--- src/rtl/hamming_tx_scheduler.sv ---
// Two-requester round-robin front end for a shared Hamming (21,16) encoder and serial line.
// Optional HAMMING_TX_SECDED_EN appends an overall even-parity bit, making 22-bit frames.
module hamming_tx_scheduler #(
   parameter int CLKS_PER_BIT = 4,
   parameter int GAP_CLKS     = 8
) (
   input  logic        clk,
   input  logic        reset,
   input  logic        req0_valid,
   input  logic [15:0] req0_data,
   output logic        req0_ack,
   input  logic        req1_valid,
   input  logic [15:0] req1_data,
   output logic        req1_ack,
   output logic [15:0] enc_indata,
   output logic        enc_readready,
   input  logic [20:0] enc_outdata,
   input  logic        enc_writeready,
   output logic        tx_bit,
   output logic        tx_start,
   output logic        tx_busy,
   output logic        last_grant,
   output logic [1:0]  state_dbg
);

`ifdef HAMMING_TX_SECDED_EN
   localparam int FRAME_BITS = 22;
`else
   localparam int FRAME_BITS = 21;
`endif
   localparam int LAST_BIT = FRAME_BITS - 1;

   // Handshakes: reqN_valid/reqN_data are held by the requester until the
   // one-cycle reqN_ack; enc_readready is held until enc_writeready is seen.
   typedef enum logic [1:0] {
      IDLE   = 2'd0,
      ENCODE = 2'd1,
      SHIFT  = 2'd2,
      GAP    = 2'd3
   } state_t;

   state_t                  state_q, state_d;
   logic [15:0]             enc_indata_q, enc_indata_d;
   logic                    ack0_q, ack0_d;
   logic                    ack1_q, ack1_d;
   logic                    last_grant_q, last_grant_d;
   logic [FRAME_BITS-1:0]   shift_q, shift_d;
   logic [4:0]              bit_cnt_q, bit_cnt_d;
   logic [15:0]             per_cnt_q, per_cnt_d;
   logic [7:0]              gap_cnt_q, gap_cnt_d;
   logic [3:0]              to_cnt_q, to_cnt_d;
   logic [FRAME_BITS-1:0]   capture_w;
   logic                    grant1_w;

`ifdef HAMMING_TX_SECDED_EN
   assign capture_w = {^enc_outdata, enc_outdata};
`else
   assign capture_w = enc_outdata;
`endif

   // On a tie the requester that was not served last wins.
   assign grant1_w = req1_valid && (!req0_valid || !last_grant_q);

   always_ff @(posedge clk or posedge reset) begin
      if (reset) begin
         state_q      <= IDLE;
         enc_indata_q <= '0;
         ack0_q       <= 1'b0;
         ack1_q       <= 1'b0;
         last_grant_q <= 1'b1;
         shift_q      <= '0;
         bit_cnt_q    <= '0;
         per_cnt_q    <= '0;
         gap_cnt_q    <= '0;
         to_cnt_q     <= '0;
      end else begin
         state_q      <= state_d;
         enc_indata_q <= enc_indata_d;
         ack0_q       <= ack0_d;
         ack1_q       <= ack1_d;
         last_grant_q <= last_grant_d;
         shift_q      <= shift_d;
         bit_cnt_q    <= bit_cnt_d;
         per_cnt_q    <= per_cnt_d;
         gap_cnt_q    <= gap_cnt_d;
         to_cnt_q     <= to_cnt_d;
      end
   end

   always_comb begin
      state_d      = state_q;
      enc_indata_d = enc_indata_q;
      ack0_d       = 1'b0;
      ack1_d       = 1'b0;
      last_grant_d = last_grant_q;
      shift_d      = shift_q;
      bit_cnt_d    = bit_cnt_q;
      per_cnt_d    = per_cnt_q;
      gap_cnt_d    = gap_cnt_q;
      to_cnt_d     = to_cnt_q;
      unique case (state_q)
         IDLE: begin
            bit_cnt_d = '0;
            per_cnt_d = '0;
            gap_cnt_d = '0;
            to_cnt_d  = '0;
            if (req0_valid || req1_valid) begin
               state_d      = ENCODE;
               ack0_d       = !grant1_w;
               ack1_d       = grant1_w;
               enc_indata_d = grant1_w ? req1_data : req0_data;
               last_grant_d = grant1_w;
            end
         end
         ENCODE: begin
            if (enc_writeready) begin
               shift_d   = capture_w;
               state_d   = SHIFT;
               bit_cnt_d = '0;
               per_cnt_d = '0;
            end else if (to_cnt_q == 4'd15) begin
               state_d = IDLE;
            end else begin
               to_cnt_d = to_cnt_q + 4'd1;
            end
         end
         SHIFT: begin
            if (per_cnt_q == 16'(CLKS_PER_BIT - 1)) begin
               per_cnt_d = '0;
               if (bit_cnt_q == 5'(LAST_BIT)) begin
                  gap_cnt_d = '0;
                  state_d   = (GAP_CLKS == 0) ? IDLE : GAP;
               end else begin
                  bit_cnt_d = bit_cnt_q + 5'd1;
                  shift_d   = shift_q >> 1;
               end
            end else begin
               per_cnt_d = per_cnt_q + 16'd1;
            end
         end
         GAP: begin
            if (gap_cnt_q == 8'(GAP_CLKS - 1)) begin
               state_d = IDLE;
            end else begin
               gap_cnt_d = gap_cnt_q + 8'd1;
            end
         end
         default: state_d = IDLE;
      endcase
   end

   assign req0_ack      = ack0_q;
   assign req1_ack      = ack1_q;
   assign enc_indata    = enc_indata_q;
   assign enc_readready = (state_q == ENCODE);
   assign tx_bit        = (state_q == SHIFT) ? shift_q[0] : 1'b1;
   assign tx_start      = (state_q == SHIFT) && (bit_cnt_q == 5'd0);
   assign tx_busy       = (state_q != IDLE);
   assign last_grant    = last_grant_q;
   assign state_dbg     = state_q;

endmodule

--- config.mk ---
export PLATFORM = sky130hd
export DESIGN_NAME = hamming_tx_scheduler
export DESIGN_NICKNAME = d
export VERILOG_FILES = /design/src/rtl/hamming_tx_scheduler.sv
export SDC_FILE = /design/constraint.sdc
export NUM_CORES = 1
export LEC_CHECK = 0
export BUFFER_PORTS_ARGS = -buffer_cell sky130_fd_sc_hd__buf_2
export CAP_MARGIN = 20
export CORE_MARGIN = 3
export CORE_UTILIZATION = 49
export CTS_CLUSTER_SIZE = 14
export DETAILED_ROUTE_END_ITERATION = 10
export MAX_ROUTING_LAYER = met4
export PLACE_DENSITY = 0.76
export SYNTH_ARGS = -nofsm -noshare
export SYNTH_HDL_FRONTEND = slang
export SYNTH_SLANG_ARGS = --single-unit
--- constraint.sdc ---
create_clock -name clk -period 1.96 [get_ports clk]
set_input_delay 0 -clock clk [delete_from_list [all_inputs] [get_ports clk]]
set_output_delay 0 -clock clk [all_outputs]
set_load 0.005 [all_outputs]
After elaboration in Yosys (flattened, before gate mapping)
Cells that the tools add are included.
{"block": "totals", "regBits": 75, "in_bits": 58, "out_inout_bits": 25, "wordCells": 83}
{"block": "classes", "addsub": 4, "n_eq_ne": 17, "muxes": 31, "reduce_logical": 21}
{"operator": "$mux W21", "count": 3}
{"operator": "$mux W16", "count": 3}
{"operator": "$pmux W16 S3", "count": 1}
{"operator": "$pmux W21 S2", "count": 1}
{"operator": "$mux W8", "count": 3}
{"operator": "$pmux W8 S3", "count": 1}
{"operator": "$add A16 B1 Y16 const B", "count": 1}
{"operator": "$eq A16 B2 Y1 const B", "count": 1}
{"operator": "$ne A2 B2 Y1 const B", "count": 8}
{"operator": "$mux W5", "count": 3}
{"operator": "$pmux W5 S3", "count": 1}
{"operator": "$mux W2", "count": 6}
{"operator": "$reduce_and A4 Y1", "count": 3}
{"operator": "$add A8 B1 Y8 const B", "count": 1}
{"operator": "$eq A8 B3 Y1 const B", "count": 1}
{"operator": "$mux W4", "count": 2}
{"operator": "$pmux W2 S4", "count": 1}
{"operator": "$pmux W4 S2", "count": 1}
{"operator": "$reduce_bool A2 Y1", "count": 3}
{"operator": "$reduce_bool A3 Y1", "count": 2}
{"operator": "$add A5 B1 Y5 const B", "count": 1}
{"operator": "$eq A5 B5 Y1 const B", "count": 1}
{"operator": "$logic_not A5 Y1", "count": 1}
{"operator": "$mux W1", "count": 5}
{"operator": "other kinds (13)", "count": 19}

Depth between registers and ports, before layout
Gate-level depths: netlist (run 1).
{"block": "logic_depth", "depth_word": 6, "mapped_depth": 8, "depth_no_buf": 7}

Worst setup path after synthesis (run 1)
OpenSTA, ideal clock, no wires.
{"block": "synth_path", "kind": "register to register", "from": "reg per_cnt_q[0]", "to": "reg gap_cnt_q[5]", "setup_time_ns": 0.124, "t_arrival_ns": 1.672, "required_ns": 1.836, "path_slack_ns": 0.164, "path_stages_with_launch": 7, "n_path_buf": 0, "synth_period_minus_slack_ns": 1.796, "path_cell_list": "dfrtp_1 > ha_1 > nor4b_4 > nand4_2 > nor3_4 > nor2_2 > a211o_1"}
{"block": "synth_via", "elab_chain_len": 3}
{"element": "start: declaration", "line": "49", "source": "logic [15:0] per_cnt_q, per_cnt_d;"}
{"element": "start signal: assignment", "line": "84", "source": "per_cnt_q <= per_cnt_d;"}
{"element": "$eq A16 B2 Y1", "line": "128", "source": "if (per_cnt_q == 16'(CLKS_PER_BIT - 1)) begin"}
{"element": "$ne A2 B2 Y1 (no line)"}
{"element": "$reduce_and A4 Y1 (no line)"}
{"element": "end signal: assignment", "line": "85", "source": "gap_cnt_q <= gap_cnt_d;"}
{"element": "end: declaration", "line": "50", "source": "logic [7:0] gap_cnt_q, gap_cnt_d;"}
No other way between the ends.
A chain may end at the register's enable or synchronous reset.

Worst setup path in the final report (run 1)
{"block": "layout_path", "from": "reg per_cnt_q[1]", "to": "reg shift_q[7]"}
{"block": "layout_via", "elab_chain_len": 3}
{"element": "$eq A16 B2 Y1", "line": "128"}
{"element": "$ne A2 B2 Y1 (no line)"}
{"element": "$reduce_and A4 Y1 (no line)"}
{"element": "end signal: assignment", "line": "82", "source": "shift_q <= shift_d;"}
{"element": "end: declaration", "line": "47", "source": "logic [FRAME_BITS-1:0] shift_q, shift_d;"}
No other way between the ends.

==> run summary, run 1 <==
At the pin with the least slew margin, the transition time is 388 ps. On the worst path, the slowest cell contributes a delay of 410 ps. The area share of the leading cell type in the synthesized netlist works out to 47.1%. The number of DRC violations after detailed-routing iteration 0 is 437, and the tightest slew margin relative to the limit is 74.0%. The run gives 0 as the total of endpoints with negative setup slack in the final report. The worst setup margin is 75.1 ps. The longest clock path from root to sink contains 2 buffers.

Synthesis produced a netlist with a net count of 494. Number of antenna violations at the first check in global routing: 0. The floorplan step defined a die boundary enclosing 9140 sq um. Cells fill 69.0% of the core in the end. Synthesis inferred 75 register bits. In the final design database the tool counted 641 nets. Clock latency on the worst-skew pair, taken at its later pin, is 360 ps. The final number of hold-violating endpoints was 0. For this run, the number of Yosys warnings is 0. The flow ran to the end, and the final reports show no timing, DRC or antenna violations. Cell type with the largest total area after synthesis: dfrtp_1. Entering global routing, the biggest net connects 76 pins. The die is 95.6 um tall. The number of design rule violations left after detail routing was 0. The fill cell instance count of the final layout is 547, and the horizontal die dimension is 95.6 um. The minimum clock period after layout was 1880 ps; the final setup TNS was 0 ps. The library cells used most frequently in the layout, excluding fill and tap cells, are buf_2, dfrtp_1, nand2_1.

Based on the critical path, the design can be clocked at up to 531 MHz. The number of routed nets with antenna violations was 0; the length of the first detailed-routing pass in iterations was 4. STA classifies the critical path endpoint as a flip-flop. Setup repair after global routing could not meet its margin everywhere. The final routed wirelength across all metal layers is 11.2 mm. Walking the worst path, the cells encountered are ha_2, nor4b_4, nand4_4, o21ai_4, buf_12, nor2_1, a31oi_1. After synthesis, the cell types taking the most area are dfrtp_1, nand2_1, mux2i_1, nor2_1, a31oi_1. VDD sags by at most 0.000709 V. Across all hold checks on the routed design, the worst slack comes to 26.9 ps. In this run the mean area of a mapped cell was 9.13 sq um. The clock drives 75 sinks.

The run gives 3755 as the via count of the first global-routing pass. The initial utilization of the core area, before any placement, comes to 50.6%. The growth of design area from synthesis to finish works out to 36.2%. The share of the Yosys chip area taken by registers is 47.7%. Global routing used 25.3% of the available tracks. The fraction of final layout cells with drive strength greater than 1 came out at 23.7%. Synthesis produced 431 cells. The slowest cell on the critical path was dfrtp_1. The number of max-cap violations was 0; the highest fanout seen on the critical path was 21. TritonCTS built the clock tree.

The most frequent standard cell in the layout excluding fill and tap cells is buf_2. The core region is 7770 sq um. Detailed placement finished with a half-perimeter wire length of 6.23 mm. OpenSTA, run right after detailed placement, puts the worst setup slack at 80.2 ps. The worst path uses 96.2% of the clock period. The share of flip-flops with an asynchronous set or reset after synthesis is 100%.

The distinct cell type count of the synthesized netlist is 49. After global routing the overflow that remains totals 0. The final estimated routing congestion in global placement came out at 0.895. CTS root buffer: clkbuf_8. For this design the top-level I/O count stands at 83.

In this run the power density over the cells is 1240 nW/um^2. The tools report the nature of the critical path startpoint as a flip-flop. Dividing the detail-routed via count by the number of cells gives 5.70.

STA puts the critical path data required time at 2230 ps. The clock transition at the registers of the reported paths was 80 ps. The final max-slew violation count was 0. The floorplan has 32 rows. The clock arrives with 12.0 ps of skew. The most used flip-flop cell after synthesis was dfrtp_1. The routed layout has 3906 vias.

In this run the tool buffered the top-level ports with 82 buffer cells. The critical path in this run is classified as flip-flop to flip-flop. In this run the static leakage power is 0.00244 uW. At the worst endpoint, the arrival time is 2150 ps. The repair_antennas step left the layout with diodes totalling 0. The first global-routing pass estimated 17.8 mm of wire. Buffers inserted during clock tree synthesis total 9.

The combined area of all synthesized cells came out at 3930 sq um. The H-tree generated during clock tree synthesis spans 3 levels. In this run, synthesis inferred 0 flip-flops with an integrated enable. Dividing the detail-routed wire length by the instance count gives 16.4 um. The tightest min-delay check is of the input port to flip-flop type.
flip-flops by register name, indices dropped and copies added, names as in the netlist, named ones only:
register / count
gap_cnt_q: 8
req0_ack: 1
per_cnt_q: 16
shift_q: 21
enc_indata: 16
last_grant: 1
req1_ack: 1
to_cnt_q: 4
bit_cnt_q: 5
state_dbg: 1
cell families after synthesis:
group                      count (synthesis)  share of synthesized area, %
DFF                                       75                          47.7
buffers and inverters                     34                          3.91
AOI/OAI and AO/OA                        106                          17.2
and+or+nand+nor                          185                          23.0
adders and majority gates                  5                          1.59
muxes                                     23                          5.85
xor gates and xnor gates                   3                         0.668
layer usage:
layer  global-route usage, %  routed length [um]
met5                       -                   0
met2                    39.9                5570
met4                    6.99                 185
met1                    32.8                4680
met3                    6.08                 769
synthesized netlist by cell type, types with 8 or more instances:
library cell	count
and3_1	9
nor2_1	59
nand2_1	70
clkbuf_1	13
inv_1	10
a21oi_1	25
mux2i_1	23
a31oi_1	24
nand3_1	9
dfrtp_1	74
buf_2	9
o21ai_0	25
nand4_1	8
worst paths after layout:
check / startpoint / end / slack, ps / cells past startpoint
max: per_cnt_q[1] / shift_q[7] / 80 / 7
min: req0_valid / req0_ack / 30 / 3
max reg2reg: per_cnt_q[1] / shift_q[7] / 80 / 7
min reg2reg: per_cnt_q[15] / per_cnt_q[15] / 520 / 1
max in group asynchronous: reset / last_grant / 1350 / 4
min in group asynchronous: reset / enc_indata[10] / 290 / 4
area by class of cell:
cell class,instances,area (sq um),area share (%)
multi-input combinational,322,1940,36.3
timing repair buffer,160,1180,22.0
clock buffer,10,128,2.38
clock inverter,6,66.3,1.24
tap,102,128,2.38
inverter,10,37.5,0.701
sequential,75,1880,35.1
worst max-delay path, delay by kind of cell (launching register included):
family                     cells  cell delay (ps)
DFF                            1              410
adders and majority gates      1              210
and+or+nand+nor                3              570
AOI/OAI and AO/OA              2              410
buffers and inverters          1              190
timing repair:
action / in CTS / in global routing
endpoints found under the hold margin: 112 / 0
hold buffers: 55 / 0
buffers inserted: 0 / 3
endpoints found under the setup margin: 0 / 30
gates resized for setup: 0 / 8
stage by stage:
step	std cells	instance area [sq um]	total power [uW]
global route	685	5360	7110
floorplan	431	3930	4240
finish	685	5360	6650
detailed placement	610	4530	5100
global placement	610	4530	4990
CTS	681	5270	6440
power by group:
group | total (uW) | internal, uW | switching, uW
clock network | 1190 | 588 | 602
registers | 2520 | 2070 | 456
logic | 2930 | 1270 | 1660
total | 6650 | 3930 | 2720
Power figures use the tool's default switching activity.
==> inputs of run 2 (changes only) <==
CORE_UTILIZATION = 40   (was 49)
PLACE_DENSITY = unset   (was 0.76)
SKIP_CTS_REPAIR_TIMING = 1   (was unset)
==> run summary, run 2 (synthesized netlist as in run 1, its figures left out) <==
The cell count of the worst reg-to-reg path works out to 7. For this design the ratio of total power to cell area is 1220 nW/um^2. In this run the worst path has a maximum fanout of 21. Smallest hold slack: -40.5 ps.

The clock tree synthesis step divided the H-tree into 3 levels. The die is 105 um wide. The die area is 11100 sq um. The cell sitting at the root of the clock tree is a clkbuf_8.

Counting flops per register, the top entry is shift_q. Once the floorplan was initialized, standard cells occupied 41.8% of the core. The checks that failed: hold timing.

The nature of the critical path startpoint was a flip-flop. The count of nets after finishing was 646. The setup path with the least slack is of type flip-flop to flip-flop.

The core region is 9420 sq um. The detailed router finished its first iteration with 252 violations. The run gives 17.6% as the overall track demand over capacity in global routing. The required time of the critical path was 2230 ps; the share of the core filled with cells in the final layout was 57.6%. The final number of hold-violating endpoints is 2. The detail-routed via count per cell was 5.22. The run gives 0 as the total of endpoints with negative setup slack in the final report.

In this run the worst hold path is classified as input port to flip-flop. The clock transition at the registers of the reported paths was 90 ps; the number of core rows was 35. The number of I/O port buffers came out at 82. From bottom edge to top edge, the die measures 105 um. The setup check on the worst reg-to-reg path leaves a slack of 110 ps. The data arrival at the endpoint of the critical path was 2110 ps. Average wire length per cell after detail routing: 14.5 um. The largest net degree at the start of global routing was 43. In the layout the commonest cells are buf_2, dfrtp_1, nand2_1. Sequential cells burn 36.7% of the power. Summed over all nets, the switching power comes to 2650 uW.

For the number of diodes added for antenna fixing, the log shows 0. The clock network accounts for 18.5% of the total power. The congestion estimate from routability-driven global placement came to 0.863.

TritonCTS built the clock tree. The finished cells cover 5420 sq um. The run gives 3990 uW as the internal portion of total power. The run gives 10.3 ps as the worst clock skew. The growth of design area from synthesis to finish works out to 37.9%.

The run gives 0 as the number of routed nets with antenna violations. Number of flip-flops under the largest register name: 21. The via count of the first global-routing pass came out at 3302. For the pin with the worst max-slew slack, the measured transition is 532 ps. The most frequent standard cell in the layout excluding fill and tap cells is buf_2. The minimum clock period after layout came out at 1850 ps.

Global routing finished with a remaining overflow of 0. The clock buffer count from CTS is 9, and the part of the total power dissipated in combinational logic is 44.9%. Overall power consumption after layout is estimated at 6640 uW. The reported leakage power came out at 0.00249 uW. The tools report the endpoint type of the worst setup path as a flip-flop. The flow ran to the end, but the final reports show violations. The worst hold path passes through 3 cells. For the final max-slew violation count, the log shows 0. Final routed wirelength across all metal layers: 10.4 mm. For the worst voltage drop across the vdd grid, the log shows 0.000668 V.

The wire-length estimate of the detail-placed layout is 6.46 mm. In this run the tightest slew margin relative to its limit is 64.5%. The first global-routing pass estimated 15.7 mm of wire.

The detailed router placed 3746 vias in this run. The fraction of final layout cells with drive strength greater than 1 was 24.7%. Of the total power, the share spent switching nets is 39.9%. The first TritonRoute pass finished after 4 iterations. The final worst-path cycle share came out at 94.3%. The count of clock tree sinks was 75. The clock latency on the worst-skew pair was 350 ps. The tool flagged a number of max-cap violations equal to 0. After detailed routing, the number of remaining DRC violations is 0.

The instance area after placement was 4640 sq um. Based on the critical path, the design can be clocked at up to 541 MHz. The largest buffer count on any clock path is 2.

The run gives 0 as the number of antenna violations at the first check in global routing. The total I/O pin count came out at 83.
run 2: cell count changes in the layout (fill, tap and decap cells not counted), sizes merged:
cell,delta
clkbuf,-1
clkinvlp,-2
buf,+8
inv,+3
dlygate4sd3,-3
run 2: routing by layer:
layer	share of wire (%)	GRT usage, %
met4	1.7	4.97
met2	45	25.6
met1	47	24.2
met5	0	-
met3	6.1	4.88
run 2: cell type report:
| class | instances | area [sq um] |
|---|---|---|
| clock buffer | 9 | 124 |
| clock inverter | 7 | 73.8 |
| fill | 798 | 3990 |
| inverter | 10 | 37.5 |
| multi-input combinational | 322 | 1930 |
| sequential | 75 | 1880 |
| tap | 129 | 161 |
| timing repair buffer | 165 | 1220 |
run 2: path summary, 6_finish.rpt:
check                           endpoint           from
max                           shift_q[2]   per_cnt_q[0]
min                        enc_indata[8]   req1_data[8]
max reg2reg                   shift_q[2]   per_cnt_q[0]
min reg2reg                per_cnt_q[15]  per_cnt_q[15]
max in group asynchronous     last_grant          reset
min in group asynchronous    shift_q[13]          reset
run 2: per-stage QoR:
step	setup slack [ps]	std cells	TNS [ps]
3_3_place_gp	161	645	0
6_report	112	717	0
2_1_floorplan	51.7	431	0
4_1_cts	49.6	661	0
5_1_grt	-55.0	717	-77.2
3_5_place_dp	81.7	645	0
run 2: critical path: stages (launching register included):
cell	delay, ps
dfrtp_1	400
ha_1	200
nor4b_4	320
nand4_4	190
o21ai_4	260
buf_12	190
nor2_1	50
a31oi_1	150
run 2: power groups by stage:
stage / Sequential [uW] / Combinational [uW] / Clock (uW)
CTS: 2430 / 2800 / 1250
detailed placement: 2440 / 2800 / 0
finish: 2430 / 2980 / 1230
global placement: 2430 / 2740 / 0
floorplan: 2390 / 1850 / 0
global route: 2510 / 3360 / 1330
==> inputs of run 3 (changes only) <==
ABC_AREA = 1   (was unset)
==> run summary, run 3 <==
The min-delay analysis places its worst path in the category input port to flip-flop. The run finished, with violations left. After layout, the minimum clock period comes to 1780 ps. The commonest cells after synthesis are nand2_1, dfrtp_1, nor2_1.

CTS built an H-tree with a depth of 3. The logs give 0 for the final max-slew violation count and 3595 for the number of vias after detailed routing. Each instance of the synthesized netlist takes up on average 8.17 sq um. The number of design rule violations left after detail routing was 0. For the clock buffer count from CTS, the log shows 9. The total overflow left after global routing is 0. The via count of the first global-routing pass is 3289, and the effective utilization at floorplan is 41.6%. The first TritonRoute pass finished after 4 iterations. Smallest hold slack: -39.1 ps. For this run, the register share of the synthesized area comes to 48.4%. The region available for standard cell placement spans 9330 sq um.

The detail route stage leaves a number of antenna-violating nets equal to 0. The final number of hold-violating endpoints came out at 8. The run gives 35 as the number of core rows. The tools report the nature of the critical path startpoint as a flip-flop. Port buffering added 82 buffers.

In this run the clock root is driven by a clkbuf_8. The number of nets in the synthesized netlist is 538. The run gives 669 as the count of nets after finishing.

The met3 track demand over resource in global routing is 3.35%, and the share of flip-flops with an asynchronous set or reset after synthesis is 100%. Summing all flip-flop and latch instances after layout gives 1880 sq um. Routability-driven placement finished with a final weighted congestion of 0.786.

Global routing consumed, over all layers together, 17.1% of the routing resources. Across the VDD grid, the largest voltage drop is 0.000603 V. Dividing the detail-routed wire length by the instance count gives 12.6 um. After synthesis the cells add up to 3880 sq um. Leading cell type by number of instances after synthesis: nand2_1. The clock passes through at most 2 buffers. For the worst setup path, the data required time is 1960 ps.

In the synthesized netlist the dominant register cell turns out to be dfrtp_1. The clock transition at the registers of the reported paths works out to 80 ps. Yosys mapped a number of flops with a built-in enable equal to 0. For this design the top-level I/O count stands at 83. The worst setup path is of the flip-flop to primary output kind. The number of flip-flops under the largest register name works out to 21. Max-cap violations in this run came to 0.

The fraction of final layout cells with drive strength greater than 1 was 20.9%; the final setup TNS was 0 ps. Clock tree synthesis found a total of 75 sinks. The number of warnings printed during yosys synthesis is 0.

The post-synthesis cell count was 475; the power per standard cell area was 1170 nW/um^2. Summed over all instances, the cell type with the most area after synthesis is dfrtp_1. The number of DRC violations after detailed-routing iteration 0 is 127. Detailed placement finished with a half-perimeter wire length of 6.10 mm. The worst clock skew was 14.3 ps. Including well taps, the total number of placed cells is 678. Entering global routing, the biggest net connects 76 pins. Setup violations remaining at the end of the flow were counted as 0. The growth of design area from synthesis to finish is 31.5%. The horizontal die dimension works out to 104 um.

The die area was 10900 sq um. Across all register-to-register paths, the minimum setup slack is 210 ps. TritonCTS built the clock tree. The layer flagged by global routing as most heavily used is met2. The worst path uses 90.6% of the clock period. In this run the worst path has a maximum fanout of 16. The first global-routing pass estimated 15.2 mm of wire.

Counting flops and latches in the post-synthesis netlist gives 75. The register with the most flip-flops in the final layout is shift_q. For this design the static power due to leakage is 0.00257 uW. For this run, global-route usage on met1 was measured as 22.8%. The clock latency on the worst-skew pair is 350 ps, and the number of diodes added for antenna fixing is 0. The tightest slew margin relative to the limit is 70.0%, and the die boundary height is 104 um.

Setup repair after global routing left no endpoint under its margin. The checks that failed: hold timing. Data on the critical path arrives at its endpoint at 1780 ps.

Leaving out fill and tap cells, the most frequent cells in the layout are nand2_1, buf_2, dfrtp_1. After detailed routing, the total wire length is 9.36 mm. The tools report the number of antenna violations at the first check in global routing as 0. After synthesis, the cell types taking the most area are dfrtp_1, nand2_1, mux2i_1, o21ai_0, nor2_1. The upper clock frequency limit was 563 MHz. Area share of the leading cell type in the synthesized netlist: 47.7%. The met2 usage came out at 26.4%. The library cell used most frequently in the layout, excluding fill and tap cells, is nand2_1. The endpoint type of the worst setup path is a primary output.

The multi-input combinational cells in the finished layout cover a total of 1770 sq um. The pin slew with the least headroom to its limit was 449 ps; the fill cell instance count of the final layout was 879. The detail-routed via count per cell was 4.86; the distinct cell type count of the synthesized netlist was 35. For the count of placed standard cells in the final layout, fillers left out, the log shows 740.
## run 3: area by class of cell
| type | instances | area share (%) |
|---|---|---|
| flip-flops and latches | 75 | 36.8 |
| multi-input cells | 348 | 34.8 |
| well taps | 129 | 3.17 |
| repair buffers | 134 | 18.3 |
| clock buffers | 11 | 2.97 |
| inverters | 38 | 2.80 |
| clock inverters | 5 | 1.15 |
## run 3: worst paths after layout
check | from | endpoint | cells after the start
min in group asynchronous | reset | shift_q[15] | 4
max in group asynchronous | reset | gap_cnt_q[6] | 4
worst max register to register | state_dbg[0] | per_cnt_q[12] | 6
worst max-delay path | state_dbg[0] | tx_start | 5
worst min register to register | enc_indata[9] | enc_indata[9] | 2
worst min-delay path | req0_data[12] | enc_indata[12] | 3
## run 3: through the flow
step / power, uW / area, sq um / setup WS [ps] / utilization, %
after CTS: 5930 / 4630 / 8.72 / 49.6
final: 5960 / 5100 / 183 / 54.7
after global placement: 4590 / 4420 / 191 / 47.4
after global routing: 6480 / 5100 / 23.4 / 54.7
after floorplan: 3980 / 3880 / 51.7 / -
after detailed placement: 4670 / 4420 / 164 / 47.4
## run 3: report_power, final
part,internal (uW),leakage (uW),switching (uW)
clock,660,0.000102,592
sequential,2040,0.000975,334
combinational,915,0.00149,1420
total,3620,0.00257,2350
## run 3: worst max-delay path: stages (launching register included)
cell	delay, ps
dfrtp_1	470
inv_2	110
nand2_4	130
buf_4	270
nor4_2	270
buf_2	170
## run 3: metal layers
metal  vias to the layer above  wire (um)  part of all wire, %
met4                         0        173                  1.8
met1                      1667       4310                   46
met2                        87       4520                   48
met3                        18        359                  3.8
met5                         -          0                    0
li1                       1823          -                    -
## run 3: cell families (layout without fill, tap and decap cells)
| family | count (synthesis) | in the layout | share of synthesized area, % |
|---|---|---|---|
| buf+inv | 52 | 188 | 6.00 |
| simple gates | 227 | 227 | 24.9 |
| compound gates | 89 | 89 | 12.3 |
| fa+ha+maj | 5 | 5 | 1.61 |
| mux | 21 | 21 | 5.45 |
| flops | 75 | 75 | 48.4 |
| xor+xnor | 6 | 6 | 1.35 |
